==> src/rtl/ysyx_23060332_mem_arbiter_if.sv <==
// ysyx_23060332_mem_arbiter_if: IFU/LSU request, memory command and response signals of the arbiter
interface ysyx_23060332_mem_arbiter_if #(
    parameter int ADDR_W = 32,
    parameter int DATA_W = 32,
    parameter int MASK_W = 8
);
    logic              ifu_req_valid;
    logic              ifu_req_ready;
    logic [ADDR_W-1:0] ifu_addr;
    logic              ifu_resp_valid;
    logic [DATA_W-1:0] ifu_rdata;
    logic              ifu_resp_err;
    logic              lsu_req_valid;
    logic              lsu_req_ready;
    logic [ADDR_W-1:0] lsu_addr;
    logic              lsu_wen;
    logic [DATA_W-1:0] lsu_wdata;
    logic [MASK_W-1:0] lsu_wmask;
    logic              lsu_resp_valid;
    logic [DATA_W-1:0] lsu_rdata;
    logic              lsu_resp_err;
    logic              mem_req_valid;
    logic              mem_req_ready;
    logic [ADDR_W-1:0] mem_addr;
    logic              mem_wen;
    logic [DATA_W-1:0] mem_wdata;
    logic [MASK_W-1:0] mem_wmask;
    logic              mem_resp_valid;
    logic [DATA_W-1:0] mem_rdata;
    logic              busy;

    modport slave (
        input  ifu_req_valid, ifu_addr, lsu_req_valid, lsu_addr, lsu_wen, lsu_wdata, lsu_wmask,
               mem_req_ready, mem_resp_valid, mem_rdata,
        output ifu_req_ready, ifu_resp_valid, ifu_rdata, ifu_resp_err,
               lsu_req_ready, lsu_resp_valid, lsu_rdata, lsu_resp_err,
               mem_req_valid, mem_addr, mem_wen, mem_wdata, mem_wmask, busy
    );

    modport master (
        output ifu_req_valid, ifu_addr, lsu_req_valid, lsu_addr, lsu_wen, lsu_wdata, lsu_wmask,
               mem_req_ready, mem_resp_valid, mem_rdata,
        input  ifu_req_ready, ifu_resp_valid, ifu_rdata, ifu_resp_err,
               lsu_req_ready, lsu_resp_valid, lsu_rdata, lsu_resp_err,
               mem_req_valid, mem_addr, mem_wen, mem_wdata, mem_wmask, busy
    );
endinterface

==> src/rtl/ysyx_23060332_mem_arbiter.sv <==
// ysyx_23060332_mem_arbiter: shares one memory port between IFU and LSU, one transaction in flight
module ysyx_23060332_mem_arbiter #(
    parameter int ADDR_W         = 32,
    parameter int DATA_W         = 32,
    parameter int MASK_W         = 8,
    parameter int MAX_LSU_STREAK = 4,
    parameter int TIMEOUT        = 255
) (
    input logic                       clk,
    input logic                       rst_n,
    ysyx_23060332_mem_arbiter_if.slave io_bus
);
    localparam int SW = $clog2(MAX_LSU_STREAK + 1);
    localparam int CW = $clog2(TIMEOUT + 1);
    typedef enum logic [1:0] {IDLE, REQ, WAIT} state_t;
    state_t            r_state, w_next;
    logic              r_owner_lsu;
    logic [SW-1:0]     r_streak;
    logic [CW-1:0]     r_cnt;
    logic [ADDR_W-1:0] r_addr;
    logic              r_wen;
    logic [DATA_W-1:0] r_wdata;
    logic [MASK_W-1:0] r_wmask;
    logic              r_resp_valid;
    logic              r_resp_err;
    logic [DATA_W-1:0] r_rdata;
    logic              w_idle, w_ifu_due, w_grant_lsu, w_grant_ifu, w_wait, w_timeout, w_done;

    // An LSU grant with IFU waiting needs streak < MAX, so the streak can never pass MAX.
    assign w_idle      = r_state == IDLE;
    assign w_wait      = r_state == WAIT;
    assign w_ifu_due   = io_bus.ifu_req_valid && r_streak == SW'(MAX_LSU_STREAK);
    assign w_grant_lsu = w_idle && io_bus.lsu_req_valid && !w_ifu_due;
    assign w_grant_ifu = w_idle && io_bus.ifu_req_valid && !w_grant_lsu;
    assign w_timeout   = w_wait && !io_bus.mem_resp_valid && r_cnt == CW'(TIMEOUT - 1);
    assign w_done      = w_wait && (io_bus.mem_resp_valid || w_timeout);

    assign io_bus.ifu_req_ready  = w_grant_ifu;
    assign io_bus.lsu_req_ready  = w_grant_lsu;
    assign io_bus.mem_req_valid  = r_state == REQ;
    assign io_bus.mem_addr       = r_addr;
    assign io_bus.mem_wen        = r_wen;
    assign io_bus.mem_wdata      = r_wdata;
    assign io_bus.mem_wmask      = r_wmask;
    assign io_bus.busy           = !w_idle;
    assign io_bus.ifu_resp_valid = r_resp_valid && !r_owner_lsu;
    assign io_bus.ifu_resp_err   = r_resp_err && !r_owner_lsu;
    assign io_bus.ifu_rdata      = r_owner_lsu ? '0 : r_rdata;
    assign io_bus.lsu_resp_valid = r_resp_valid && r_owner_lsu;
    assign io_bus.lsu_resp_err   = r_resp_err && r_owner_lsu;
    assign io_bus.lsu_rdata      = r_owner_lsu ? r_rdata : '0;

    // Next state: accept -> present command -> wait for response or timeout.
    always_comb begin
        w_next = r_state;
        case (r_state)
            IDLE:    w_next = (w_grant_lsu || w_grant_ifu) ? REQ : IDLE;
            REQ:     w_next = io_bus.mem_req_ready ? WAIT : REQ;
            WAIT:    w_next = w_done ? IDLE : WAIT;
            default: w_next = IDLE;
        endcase
    end

    // State register.
    always_ff @(posedge clk or negedge rst_n) begin
        if (!rst_n) r_state <= IDLE;
        else        r_state <= w_next;
    end

    // Latch the winner's command, owner and LSU streak on accept.
    always_ff @(posedge clk or negedge rst_n) begin
        if (!rst_n) begin
            r_addr      <= '0;
            r_wen       <= 1'b0;
            r_wdata     <= '0;
            r_wmask     <= '0;
            r_owner_lsu <= 1'b0;
            r_streak    <= '0;
        end else if (w_grant_lsu || w_grant_ifu) begin
            r_addr      <= w_grant_lsu ? io_bus.lsu_addr : io_bus.ifu_addr;
            r_wen       <= w_grant_lsu && io_bus.lsu_wen;
            r_wdata     <= w_grant_lsu ? io_bus.lsu_wdata : '0;
            r_wmask     <= w_grant_lsu ? io_bus.lsu_wmask : '0;
            r_owner_lsu <= w_grant_lsu;
            r_streak    <= (w_grant_lsu && io_bus.ifu_req_valid) ? r_streak + SW'(1) : '0;
        end
    end

    // Watchdog counts WAIT cycles and restarts whenever WAIT is left.
    always_ff @(posedge clk or negedge rst_n) begin
        if (!rst_n) r_cnt <= '0;
        else        r_cnt <= (w_wait && !w_done) ? r_cnt + CW'(1) : '0;
    end

    // One-cycle response; stores and timeouts return zero data.
    always_ff @(posedge clk or negedge rst_n) begin
        if (!rst_n) begin
            r_resp_valid <= 1'b0;
            r_resp_err   <= 1'b0;
            r_rdata      <= '0;
        end else begin
            r_resp_valid <= w_done;
            r_resp_err   <= w_timeout;
            r_rdata      <= (w_wait && io_bus.mem_resp_valid && !r_wen) ? io_bus.mem_rdata : '0;
        end
    end
endmodule
==> src/flat_wrapper.sv <==
// flat-port wrapper written by rule: the top's interface ports become plain ports
module ysyx_23060332_mem_arbiter_flat 
#(
    parameter int ADDR_W         = 32,
    parameter int DATA_W         = 32,
    parameter int MASK_W         = 8,
    parameter int MAX_LSU_STREAK = 4,
    parameter int TIMEOUT        = 255
)
  (clk, rst_n, io_bus_ifu_req_valid, io_bus_ifu_addr, io_bus_lsu_req_valid, io_bus_lsu_addr, io_bus_lsu_wen, io_bus_lsu_wdata, io_bus_lsu_wmask, io_bus_mem_req_ready, io_bus_mem_resp_valid, io_bus_mem_rdata, io_bus_ifu_req_ready, io_bus_ifu_resp_valid, io_bus_ifu_rdata, io_bus_ifu_resp_err, io_bus_lsu_req_ready, io_bus_lsu_resp_valid, io_bus_lsu_rdata, io_bus_lsu_resp_err, io_bus_mem_req_valid, io_bus_mem_addr, io_bus_mem_wen, io_bus_mem_wdata, io_bus_mem_wmask, io_bus_busy);
  ysyx_23060332_mem_arbiter_if #(.ADDR_W(ADDR_W), .DATA_W(DATA_W), .MASK_W(MASK_W)) io_bus_i ();
  input logic clk;
  input logic rst_n;
  input wire logic [$bits(io_bus_i.ifu_req_valid)-1:0] io_bus_ifu_req_valid;
  input wire logic [$bits(io_bus_i.ifu_addr)-1:0] io_bus_ifu_addr;
  input wire logic [$bits(io_bus_i.lsu_req_valid)-1:0] io_bus_lsu_req_valid;
  input wire logic [$bits(io_bus_i.lsu_addr)-1:0] io_bus_lsu_addr;
  input wire logic [$bits(io_bus_i.lsu_wen)-1:0] io_bus_lsu_wen;
  input wire logic [$bits(io_bus_i.lsu_wdata)-1:0] io_bus_lsu_wdata;
  input wire logic [$bits(io_bus_i.lsu_wmask)-1:0] io_bus_lsu_wmask;
  input wire logic [$bits(io_bus_i.mem_req_ready)-1:0] io_bus_mem_req_ready;
  input wire logic [$bits(io_bus_i.mem_resp_valid)-1:0] io_bus_mem_resp_valid;
  input wire logic [$bits(io_bus_i.mem_rdata)-1:0] io_bus_mem_rdata;
  output wire logic [$bits(io_bus_i.ifu_req_ready)-1:0] io_bus_ifu_req_ready;
  output wire logic [$bits(io_bus_i.ifu_resp_valid)-1:0] io_bus_ifu_resp_valid;
  output wire logic [$bits(io_bus_i.ifu_rdata)-1:0] io_bus_ifu_rdata;
  output wire logic [$bits(io_bus_i.ifu_resp_err)-1:0] io_bus_ifu_resp_err;
  output wire logic [$bits(io_bus_i.lsu_req_ready)-1:0] io_bus_lsu_req_ready;
  output wire logic [$bits(io_bus_i.lsu_resp_valid)-1:0] io_bus_lsu_resp_valid;
  output wire logic [$bits(io_bus_i.lsu_rdata)-1:0] io_bus_lsu_rdata;
  output wire logic [$bits(io_bus_i.lsu_resp_err)-1:0] io_bus_lsu_resp_err;
  output wire logic [$bits(io_bus_i.mem_req_valid)-1:0] io_bus_mem_req_valid;
  output wire logic [$bits(io_bus_i.mem_addr)-1:0] io_bus_mem_addr;
  output wire logic [$bits(io_bus_i.mem_wen)-1:0] io_bus_mem_wen;
  output wire logic [$bits(io_bus_i.mem_wdata)-1:0] io_bus_mem_wdata;
  output wire logic [$bits(io_bus_i.mem_wmask)-1:0] io_bus_mem_wmask;
  output wire logic [$bits(io_bus_i.busy)-1:0] io_bus_busy;
  assign io_bus_i.ifu_req_valid = io_bus_ifu_req_valid;
  assign io_bus_i.ifu_addr = io_bus_ifu_addr;
  assign io_bus_i.lsu_req_valid = io_bus_lsu_req_valid;
  assign io_bus_i.lsu_addr = io_bus_lsu_addr;
  assign io_bus_i.lsu_wen = io_bus_lsu_wen;
  assign io_bus_i.lsu_wdata = io_bus_lsu_wdata;
  assign io_bus_i.lsu_wmask = io_bus_lsu_wmask;
  assign io_bus_i.mem_req_ready = io_bus_mem_req_ready;
  assign io_bus_i.mem_resp_valid = io_bus_mem_resp_valid;
  assign io_bus_i.mem_rdata = io_bus_mem_rdata;
  assign io_bus_ifu_req_ready = io_bus_i.ifu_req_ready;
  assign io_bus_ifu_resp_valid = io_bus_i.ifu_resp_valid;
  assign io_bus_ifu_rdata = io_bus_i.ifu_rdata;
  assign io_bus_ifu_resp_err = io_bus_i.ifu_resp_err;
  assign io_bus_lsu_req_ready = io_bus_i.lsu_req_ready;
  assign io_bus_lsu_resp_valid = io_bus_i.lsu_resp_valid;
  assign io_bus_lsu_rdata = io_bus_i.lsu_rdata;
  assign io_bus_lsu_resp_err = io_bus_i.lsu_resp_err;
  assign io_bus_mem_req_valid = io_bus_i.mem_req_valid;
  assign io_bus_mem_addr = io_bus_i.mem_addr;
  assign io_bus_mem_wen = io_bus_i.mem_wen;
  assign io_bus_mem_wdata = io_bus_i.mem_wdata;
  assign io_bus_mem_wmask = io_bus_i.mem_wmask;
  assign io_bus_busy = io_bus_i.busy;
  ysyx_23060332_mem_arbiter #(.ADDR_W(ADDR_W), .DATA_W(DATA_W), .MASK_W(MASK_W), .MAX_LSU_STREAK(MAX_LSU_STREAK), .TIMEOUT(TIMEOUT)) u_core (.clk(clk), .rst_n(rst_n), .io_bus(io_bus_i));
endmodule
==> config.mk <==
export PLATFORM = sky130hd
export DESIGN_NAME = ysyx_23060332_mem_arbiter_flat
export DESIGN_NICKNAME = d
export VERILOG_FILES = /design/src/rtl/ysyx_23060332_mem_arbiter_if.sv /design/src/rtl/ysyx_23060332_mem_arbiter.sv /design/src/flat_wrapper.sv
export SDC_FILE = /design/constraint.sdc
export NUM_CORES = 1
export LEC_CHECK = 0
export ABC_AREA = 1
export BUFFER_PORTS_ARGS = -buffer_cell sky130_fd_sc_hd__clkbuf_2
export CAP_MARGIN = 10
export CORE_MARGIN = 2
export CORE_UTILIZATION = 25
export CTS_CLUSTER_DIAMETER = 150
export CTS_CLUSTER_SIZE = 28
export DETAILED_ROUTE_END_ITERATION = 6
export GPL_TIMING_DRIVEN = 0
export HOLD_SLACK_MARGIN = 0.08
export PLACE_DENSITY_LB_ADDON = 0.2
export SKIP_CTS_REPAIR_TIMING = 1
export SLEW_MARGIN = 20
export SYNTH_ARGS = -nofsm -noshare
export SYNTH_HDL_FRONTEND = slang
export SYNTH_SLANG_ARGS = --single-unit
export TNS_END_PERCENT = 100
==> constraint.sdc <==
create_clock -name clk -period 1.22 [get_ports clk]
set_input_delay 0.122 -clock clk [delete_from_list [all_inputs] [get_ports clk]]
set_output_delay 0.122 -clock clk [all_outputs]
set_load 0.01 [all_outputs]
==> results of run 1 <==
worst min-delay path by stage:
stage / slack (ns) / to
detailed placement: 0.11 / u_core.io_bus.mem_addr[13]$_DFFE_PN0P_
global route: 0.13 / u_core.io_bus.mem_addr[0]$_DFFE_PN0P_
global placement: 0.32 / u_core.r_rdata[25]$_DFF_PN0_
CTS: -0.34 / u_core.io_bus.mem_addr[13]$_DFFE_PN0P_
floorplan: -0.17 / u_core.io_bus.mem_addr[0]$_DFFE_PN0P_
finish: 0.11 / u_core.io_bus.mem_addr[31]$_DFFE_PN0P_
synthesized netlist by cell type (2+ instances only):
cell type and count:
clkbuf_1 12, nor2_1 113, inv_1 143, o21ai_0 3, dfrtp_1 121, xor2_1 2, ha_1 4, buf_4 4
xnor2_1 2, nand3_1 37, buf_2 18, nand4_1 34, buf_6 4, nand2_1 244
layer usage:
layer / GRT usage [%] / vias up / part of all wire (%)
met5: 0 / - / 0
met4: 5.644 / 0 / 1.8
met3: 4.540 / 29 / 5.9
met2: 25.08 / 216 / 50
met1: 19.22 / 2924 / 42
li1: - / 3196 / -
power by group:
part | leakage (nW) | internal [mW] | switching, mW
registers | 1.57 | 5.33 | 0.861
clock network | 0.286 | 3.13 | 1.95
logic | 4.21 | 4.60 | 5.41
state kept, by name, summed over array words and instances, names as in the netlist, 2 cells and up:
register / flops
u_core.r_cnt: 8
u_core.r_rdata: 32
u_core.io_bus.mem_wmask: 8
u_core.r_streak: 3
u_core.io_bus.mem_wdata: 32
u_core.r_state: 2
u_core.io_bus.mem_addr: 32
critical path, delay by kind of cell, from the launching register on:
| kind | cells | cell delay [ns] |
|---|---|---|
| buf+inv | 4 | 0.38 |
| flops | 1 | 0.40 |
| simple gates | 3 | 0.31 |
| fa+ha+maj | 1 | 0.15 |
logic make-up (layout without fill, tap and decap cells):
logic type	after synthesis	after routing	synth area share (%)
simple gates	433	433	31.48
xor+xnor	4	4	0.6139
flops	121	121	53.05
fa+ha+maj	4	4	0.8768
compound gates	7	7	0.7672
buf+inv	183	679	13.22
area by class of cell:
class | count | area [um^2] | share of cell area, %
multi-input combinational | 448 | 2411 | 22.10
inverter | 144 | 548.0 | 5.022
sequential | 121 | 3032 | 27.78
timing repair buffer | 467 | 3612 | 33.10
clock inverter | 13 | 145.1 | 1.330
tap | 285 | 356.6 | 3.268
clock buffer | 19 | 452.9 | 4.151
buffer | 36 | 354.1 | 3.245
per-stage QoR:
step,util (%),instance area [um^2],worst slack (ns)
final,48.49,10910,-0.5716
after global routing,48.49,10910,-0.6807
after CTS,36.25,8158,-1.028
after detailed placement,33.59,7560,-0.5735
after global placement,33.43,7523,-2.124
after floorplan,-,5736,-0.05182
==> metrics.csv, run 1 <==
stage;metric;value;unit
status;status;finished with violations;
status;violations;setup timing;
routing;via_per_inst;4.152;
sta;maxSlewHeadroom;64.40;%
worst_hold_path;hold_path_class;input pin to register;
setup_path;r2r_cells;11;
routing;ant_nets;0;
sta;post-route-period-util;146.8;%
placement;portBuffers;286;
sta;slew_violations;0;
floorplanning;pin_count;288;
worst_hold_path;min_from;io_bus_lsu_req_valid;
yosys;synth_seq_cells;121;
global_route;grt_pass1_wl;28.59;mm
global_route;overflow;0;
placement;gp_congestion;0.7898;
setup_path;slowest_delay;0.40;ns
global_route;grt_pass1_vias;5300;
routing;wire_per_inst;13.83;um
yosys;synth_top_area_share;53.05;%
power;total_power;21.28;mW
setup_path;critPathSlowestCell;dfrtp_1;
power;ir_worst_vdd;984.1;uV
sta;min_period;1.792;ns
yosys;ys_dominant_reg_cell;dfrtp_1;
cells_and_area;layout_common_cells;clkbuf_2, nand2_1, dlygate4sd3_1;
cts;cts_sinks;121;
sta;fmax;558.2;MHz
floorplanning;die_area;24060;um^2
sta;setup_ws;-0.5716;ns
cts;cts-root-buf;clkbuf_16;
job;cap_viol_max_count;0;
sta;setup_viol;150;
power;static-leakage-power;6.069;nW
floorplanning;core_area;22500;um^2
yosys;syn_inst;752;
yosys;synth_nets;899;
cells_and_area;fin_cells;1533;
floorplanning;die_x;155.1;um
cells_and_area;area_growth;91.17;%
cells_and_area;nets;1382;
setup_path;cp.required;1.10;ns
sta;max_slew.worst_pin.slew;0.5340;ns
placement;dp_cells;1324;
cells_and_area;layout-drive-gt1-share;41.43;%
yosys;synth.avg_cell_area;7.590;um^2
cts;htree_levels;4;
yosys;synth_area_leaders;dfrtp_1, nand2_1, inv_1;
yosys;netlist_area;5708;um^2
cts;tritoncts;done;
yosys;synth_seq_area_share;53.05;%
setup_path;crit_fanout;7;
setup_path;critPathCaptureType;primary output;
setup_path;crit_path_start_kind;register;
routing;vias;6365;
setup_path;r2r-end;u_core.io_bus.mem_wdata[16]$_DFFE_PN0P_;
cells_and_area;n_fill_cell;2089;
worst_hold_path;worstHoldPathCells;3;
cts;path_clk_slew;0.06;ns
floorplanning;die_h;155.1;um
yosys;synth_area_leader_cell;dfrtp_1;
setup_path;path_class;register to primary output;
global_route;grt_max_degree;71;
yosys;async_flop_share;100.0;%
cells_and_area;antenna_cells;0;
cells_and_area;final_common_cell;clkbuf_2;
setup_path;worstSetupEndpoint;io_bus_ifu_req_ready;
cts;ctsLongestPathBuffers;2;
routing;drc_errors;0;
sta;final.setup.tns;-37.84;ns
setup_path;cp.arrival;1.67;ns
yosys;yosysWarnings;0;
setup_path;rrSetupSlack;-0.42;ns
yosys;synth_edf_count;0;
global_route;track_usage;15.33;%
floorplanning;rows;55;
setup_path;cpMostUsedCell;nand3_4;
placement;hpwl;13.65;mm
floorplanning;initial_utilization;25.37;%
setup_path;r2r_start;u_core.r_streak[0]$_DFFE_PN0P_;
routing;routed_wl;21.21;mm
global_route;antenna_found_initial;0;
cts;clk_latency;0.41;ns
routing;first_iter_violations;249;
yosys;synth.distinct_cells;25;
sta;finalHoldViolCount;0;
setup_path;critPathLaunch;u_core.r_streak[0]$_DFFE_PN0P_;
routing;dr.pass1.iters;5;
cts;cts_buffers;17;
sta;rsz0062_at_grt;true;
power;powerDensity;1950;nW/um^2
sta;finClkSkew;0.008065;ns
sta;whs;0.1087;ns
setup_path;cp_cell_sequence;inv_2 -> ha_4 -> nand3_4 -> nand3_4 -> inv_8 -> buf_12 -> nor2_4 -> buf_6;
(Power assumes the default switching activity.)
==> run 2: changes to the inputs <==
--- a/config.mk
+++ b/config.mk
@@ -16,6 +16,7 @@
 export GPL_TIMING_DRIVEN = 0
 export HOLD_SLACK_MARGIN = 0.08
 export PLACE_DENSITY_LB_ADDON = 0.2
+export SETUP_SLACK_MARGIN = 0.3
 export SKIP_CTS_REPAIR_TIMING = 1
 export SLEW_MARGIN = 20
 export SYNTH_ARGS = -nofsm -noshare
==> run 2 against run 1 <==
  * The run ends with hold timing, setup timing left
  * Total power increased by 2.3%
  * Count of clock-buffer cells in the layout rose by 2
  * Sequential cell count stayed put
  * Global-route usage rose by 0.82 points
  * Setup slack better by 0.036 ns
  * Sequential power barely moved
  * Final area grew 2.0%
  * Combinational power rose by 6%
  * Largest cell class unchanged
  * Largest power group unchanged
  * Highest routed layer unchanged
==> metrics.csv, run 2 (synthesis gave the netlist of run 1 again) <==
stage;metric;value;unit;change
floorplanning;core_area;22500;um^2;unchanged
placement;dp_slack;-0.3738;ns;+0.1996 ns
cells_and_area;final_common_cell;nand2_1;;
routing;vias;6431;;+1.0%
routing;top_layer;met4;;
cts;ctsLongestPathBuffers;2;;unchanged
global_route;grt_pass1_wl;29.95;mm;+4.7%
floorplanning;die_x;155.1;um;unchanged
setup_path;critPathCaptureType;primary output;;
floorplanning;pin_count;288;;unchanged
floorplanning;die_area;24060;um^2;unchanged
cts;clk_latency;0.41;ns;about the same
sta;max_slew.worst_pin.slew;0.5347;ns;+0.0007477 ns
power;p_clk_share;22.5;%;-1.4 points
global_route;grt_pass1_vias;5432;;+2.5%
cells_and_area;area_growth;94.98;%;
sta;finClkSkew;0.007289;ns;-0.0007760 ns
global_route;antenna_found_initial;0;;unchanged
status;violations;hold timing, setup timing;;
routing;via_per_inst;4.184;;+0.77%
cts;htree_levels;4;;unchanged
global_route;track_usage;16.15;%;+0.82 points
sta;fmax;569.7;MHz;+2.1%
routing;wire_per_inst;14.56;um;+5.3%
power;powerDensity;1955;nW/um^2;+0.26%
cells_and_area;layout-drive-gt1-share;39.62;%;-1.8 points
setup_path;cp.arrival;1.63;ns;-0.04 ns
cts;path_clk_slew;0.06;ns;about the same
setup_path;path_class;register to primary output;;
power;p_sw_share;37.91;%;-0.73 points
routing;ant_nets;0;;unchanged
sta;maxSlewHeadroom;64.35;%;about the same
power;static-leakage-power;6.086;nW;+0.27%
placement;portBuffers;286;;unchanged
power;comb_power_share;48.9;%;+1.9 points
sta;finalHoldViolCount;57;;+57
setup_path;crit_path_start_kind;register;;
sta;slew_violations;0;;unchanged
sta;final.setup.tns;-44.00;ns;-6.155 ns
power;intPower;13.51;mW;+3.5%
routing;wl_met2;11.17;mm;+5.3%
sta;whs;-0.3239;ns;-0.4326 ns
global_route;overflow;0;;unchanged
floorplanning;rows;55;;unchanged
sta;setup_viol;150;;unchanged
cells_and_area;antenna_cells;0;;unchanged
routing;routed_wl;22.38;mm;+5.5%
cells_and_area;final_core_util;49.46;%;+0.97 points
sta;min_period;1.755;ns;-0.03630 ns
sta;post-route-period-util;143.9;%;-3.0 points
cells_and_area;layout_common_cells;nand2_1, clkbuf_2, dlygate4sd3_1;;
routing;wl_met1;9.455;mm;+5.3%
job;cap_viol_max_count;0;;unchanged
placement;gp_congestion;0.7596;;-3.8%
floorplanning;die_h;155.1;um;unchanged
routing;drc_errors;0;;unchanged
cts;cts-root-buf;clkbuf_16;;
status;status;finished with violations;;
routing;wl_met3;1.482;mm;+19%
routing;first_iter_violations;256;;+2.8%
cts;cts_buffers;17;;unchanged
power;switching_power;8.248;mW;+0.34%
power;pwr-share-seq;28.6;%;-0.5 points
setup_path;crit_fanout;6;;-1
sta;rsz0062_at_grt;true;;
floorplanning;initial_utilization;25.37;%;unchanged
global_route;grt_max_degree;65;;-8.5%
sta;setup_ws;-0.5353;ns;+0.03630 ns
worst_hold_path;hold_path_class;input pin to async pin;;
cells_and_area;n_fill_cell;2143;;+2.6%
setup_path;cp.required;1.10;ns;about the same
cts;tritoncts;done;;
placement;hpwl;14.32;mm;+4.9%
power;ir_worst_vdd;919.1;uV;-6.6%
routing;dr.pass1.iters;4;;-1
cts;cts_sinks;121;;unchanged
cells_and_area;nets;1389;;+0.51%
==> run 2: power groups by stage <==
stage	combinational, mW	clock (mW)	sequential [mW]
4_1_cts	7.71	5.05	6.09
3_5_place_dp	7.72	0	6.11
5_1_grt	11.6	5.28	6.34
2_1_floorplan	4.14	0	6.58
6_report	10.6	4.89	6.22
3_3_place_gp	7.62	0	6.14
==> run 2: worst max-delay path, cell delays in order, from the launching register on <==
cell      delay, ns
dfrtp_1        0.40
inv_2          0.08
ha_4           0.14
nand3_4        0.09
nand3_4        0.13
clkinv_8       0.07
buf_12         0.13
nor2_4         0.07
buf_6          0.10
==> run 2: worst paths after layout <==
| check | cells after the start | end | startpoint | slack (ns) |
|---|---|---|---|---|
| worst max-delay path | 8 | io_bus_ifu_req_ready | u_core.r_streak[0]$_DFFE_PN0P_ | -0.54 |
| worst min-delay path | 1 | u_core.io_bus.mem_wdata[24]$_DFFE_PN0P_ | rst_n | -0.32 |
| worst max register to register | 8 | u_core.io_bus.mem_wdata[10]$_DFFE_PN0P_ | u_core.r_state[0]$_DFF_PN0_ | -0.33 |
| worst min register to register | 2 | u_core.io_bus.mem_wdata[2]$_DFFE_PN0P_ | u_core.io_bus.mem_wdata[2]$_DFFE_PN0P_ | 0.48 |
| max in group asynchronous | 2 | u_core.r_owner_lsu$_DFFE_PN0P_ | rst_n | 0.79 |
| min in group clk | 5 | u_core.io_bus.mem_addr[31]$_DFFE_PN0P_ | io_bus_ifu_addr[31] | 0.04 |
==> run 2: per-stage QoR <==
stage	total power, mW	hold WS (ns)	std cells	area (um^2)
global route	23.21	-0.3016	1537	11130
floorplan	10.72	-0.1736	752	6126
detailed placement	13.84	0.1430	1324	7950
CTS	18.85	-0.3109	1353	8509
finish	21.76	-0.3239	1537	11130
global placement	13.76	0.3150	1323	7914
==> run 2: final cells by class <==
type | instances | area [um^2] | area share [%]
inverter | 144 | 553.0 | 4.969
timing repair buffer | 471 | 3734 | 33.55
multi-input combinational | 448 | 2435 | 21.88
sequential | 121 | 3032 | 27.24
clock buffer | 21 | 460.4 | 4.137
tap | 285 | 356.6 | 3.204
clock inverter | 8 | 98.84 | 0.8881
buffer | 39 | 460.4 | 4.137
==> run 2: metal layers <==
layer	vias up	track usage (%)
met5	-	0
met4	0	3.968
met3	18	5.933
met2	238	25.90
met1	2971	20.73
li1	3204	-
==> run 3: changes to the inputs <==
--- a/config.mk
+++ b/config.mk
@@ -8,6 +8,7 @@
 export ABC_AREA = 1
 export BUFFER_PORTS_ARGS = -buffer_cell sky130_fd_sc_hd__clkbuf_2
 export CAP_MARGIN = 10
+export CORE_ASPECT_RATIO = 0.9
 export CORE_MARGIN = 2
 export CORE_UTILIZATION = 25
 export CTS_CLUSTER_DIAMETER = 150
@@ -17,7 +18,6 @@
 export HOLD_SLACK_MARGIN = 0.08
 export PLACE_DENSITY_LB_ADDON = 0.2
 export SETUP_SLACK_MARGIN = 0.3
-export SKIP_CTS_REPAIR_TIMING = 1
 export SLEW_MARGIN = 20
 export SYNTH_ARGS = -nofsm -noshare
 export SYNTH_HDL_FRONTEND = slang
==> run 3 against run 2 <==
  * The run still ends with hold timing, setup timing left
  * Via count is 2.0% higher
  * Final area is 7.2% higher
  * Wire length is 0.62% lower
  * Non-clock buffer count is 21 higher
  * Clock power hardly changed
  * Core utilization is 3.7 points higher
  * Critical path type unchanged
  * Largest cell class unchanged
  * Largest power group unchanged
  * Highest routed layer unchanged
==> metrics.csv, run 3 (synthesis gave the netlist of run 1 again) <==
stage;metric;value;unit;change
sta;setup_viol;180;;+20%
setup_path;crit_path_start_kind;register;;
setup_path;cp.arrival;1.60;ns;-0.03 ns
setup_path;cp.required;1.10;ns;about the same
setup_path;rrSetupSlack;-0.41;ns;-0.08 ns
cells_and_area;final_common_cell;clkbuf_2;;
placement;hpwl;13.41;mm;-6.3%
cts;cts_buffers;17;;unchanged
setup_path;critPathBufInv;4;;unchanged
placement;portBuffers;286;;unchanged
status;status;finished with violations;;
floorplanning;core_area;22450;um^2;-0.25%
cts;cts-root-buf;clkbuf_16;;
routing;dr.pass1.iters;4;;unchanged
routing;first_iter_violations;221;;-14%
routing;vias;6560;;+2.0%
floorplanning;die_x;163.3;um;+5.3%
routing;ant_nets;0;;unchanged
status;violations;hold timing, setup timing;;
routing;via_per_inst;4.173;;-0.27%
sta;final.setup.tns;-47.71;ns;-3.711 ns
setup_path;cp.depth;8;;unchanged
job;cap_viol_max_count;0;;unchanged
setup_path;cp_top_family;flip-flops;;
global_route;track_usage;18.17;%;+2.0 points
power;static-leakage-power;6.463;nW;+6.2%
sta;setup_ws;-0.5017;ns;+0.03356 ns
setup_path;critPathSlowestCell;dfrtp_1;;
sta;fmax;580.8;MHz;+1.9%
setup_path;path_class;register to primary output;;
cells_and_area;layout-drive-gt1-share;46.12;%;+6.5 points
setup_path;slowest_delay;0.39;ns;about the same
global_route;grt_pass1_vias;6754;;+24%
placement;dp_slack;-0.3999;ns;-0.02605 ns
setup_path;crit_fanout;4;;-2
floorplanning;die_area;24060;um^2;about the same
routing;drc_errors;0;;unchanged
sta;rsz0062_at_grt;true;;
sta;finalHoldViolCount;52;;-8.8%
cts;clk_latency;0.41;ns;about the same
placement;gp_congestion;0.7584;;-0.16%
setup_path;r2r_cells;10;;+2
sta;slew_violations;0;;unchanged
cts;ctsLongestPathBuffers;2;;unchanged
sta;maxSlewHeadroom;57.23;%;-7.1 points
floorplanning;rows;52;;-5.5%
floorplanning;pin_count;288;;unchanged
setup_path;cpMostUsedCell;nand3_4;;
cts;path_clk_slew;0.06;ns;about the same
routing;wire_per_inst;14.15;um;-2.8%
power;powerDensity;1960;nW/um^2;+0.25%
cells_and_area;nets;1411;;+1.6%
sta;min_period;1.722;ns;-0.03356 ns
cells_and_area;layout_common_cells;clkbuf_2, nand2_1, dlygate4sd3_1;;
sta;whs;-0.3812;ns;-0.05724 ns
setup_path;critPathCaptureType;primary output;;
cts;htree_levels;4;;unchanged
global_route;overflow;0;;unchanged
global_route;antenna_found_initial;0;;unchanged
power;ir_worst_vdd;836.4;uV;-9.0%
global_route;grt_max_degree;83;;+28%
floorplanning;die_h;147.4;um;-5.0%
cts;cts_sinks;121;;unchanged
setup_path;cp_cell_sequence;inv_2 -> ha_4 -> nand3_4 -> nand3_4 -> inv_6 -> buf_8 -> nor2_4 -> buf_6;;
routing;routed_wl;22.24;mm;-0.62%
sta;finClkSkew;0.006646;ns;-0.0006424 ns
cts;tritoncts;done;;
worst_hold_path;hold_path_class;input pin to async pin;;
cells_and_area;area_growth;109.0;%;
cells_and_area;antenna_cells;0;;unchanged
global_route;grt_pass1_wl;34.21;mm;+14%
floorplanning;initial_utilization;25.43;%;+0.064 points
sta;post-route-period-util;141.1;%;-2.8 points
cts;hold_buffers;139;;
sta;max_slew.worst_pin.slew;0.6415;ns;+0.1068 ns
## run 3: cell types whose count changed in the layout (fill, tap and decap cells not counted), sizes merged
cell	previous run	this run
buf	147	157
inv	143	144
clkbuf	247	255
nand2	245	246
bufbuf	0	1
dlygate4sd3	137	139
## run 3: where the power goes
| group | leakage [nW] | total, mW | internal [mW] | switching [mW] |
|---|---|---|---|---|
| clock | 0.274 | 4.89 | 3.07 | 1.81 |
| combinational | 4.62 | 12.4 | 6.20 | 6.16 |
| sequential | 1.57 | 6.13 | 5.32 | 0.805 |
| total | 6.46 | 23.4 | 14.6 | 8.78 |
## run 3: cell type report
cell class / count / area, um^2
Clock buffer: 21 / 460.4
Timing Repair Buffer: 492 / 4199
Tap cell: 297 / 371.6
Multi-Input combinational cell: 449 / 2690
Fill cell: 2012 / 10520
Sequential cell: 121 / 3030
Buffer: 39 / 528.0
Inverter: 144 / 550.5
Clock inverter: 9 / 100.1
## run 3: metrics by stage
step	std cells	util [%]	hold WS (ns)	power, mW	instance area [um^2]
after detailed placement	1336	35.48	0.06847	13.69	7965
after CTS	1563	49.75	-0.3759	22.54	11170
after global placement	1335	35.32	0.3154	13.62	7929
after global routing	1572	53.15	-0.3728	24.89	11930
after floorplan	752	-	-0.1736	10.72	6126
final	1572	53.15	-0.3812	23.38	11930
## run 3: worst paths after layout
check | to | from
max in group asynchronous | u_core.io_bus.mem_wdata[13]$_DFFE_PN0P_ | rst_n
worst min register to register | u_core.io_bus.mem_wmask[7]$_DFFE_PN0P_ | u_core.io_bus.mem_wmask[7]$_DFFE_PN0P_
worst max register to register | u_core.io_bus.mem_wmask[5]$_DFFE_PN0P_ | u_core.r_streak[0]$_DFFE_PN0P_
min in group clk | u_core.io_bus.mem_addr[31]$_DFFE_PN0P_ | io_bus_lsu_req_valid
worst max-delay path | io_bus_ifu_req_ready | u_core.r_streak[0]$_DFFE_PN0P_
worst min-delay path | u_core.r_rdata[15]$_DFF_PN0_ | rst_n
## run 3: timing repair
action	CTS	global route
gates resized for setup	189	208
setup endpoints to repair	266	266
pin swaps	28	12
hold endpoints to repair	233	41
cloned	15	3
setup buffers	43	6
## run 3: layer usage
| layer | global-route usage [%] | vias up | share of wire (%) |
|---|---|---|---|
| li1 | - | 3254 | - |
| met1 | 22.06 | 3066 | 42 |
| met2 | 31.90 | 207 | 50 |
| met3 | 3.755 | 33 | 5.2 |
| met4 | 6.150 | 0 | 2.2 |
| met5 | 0 | - | 0 |
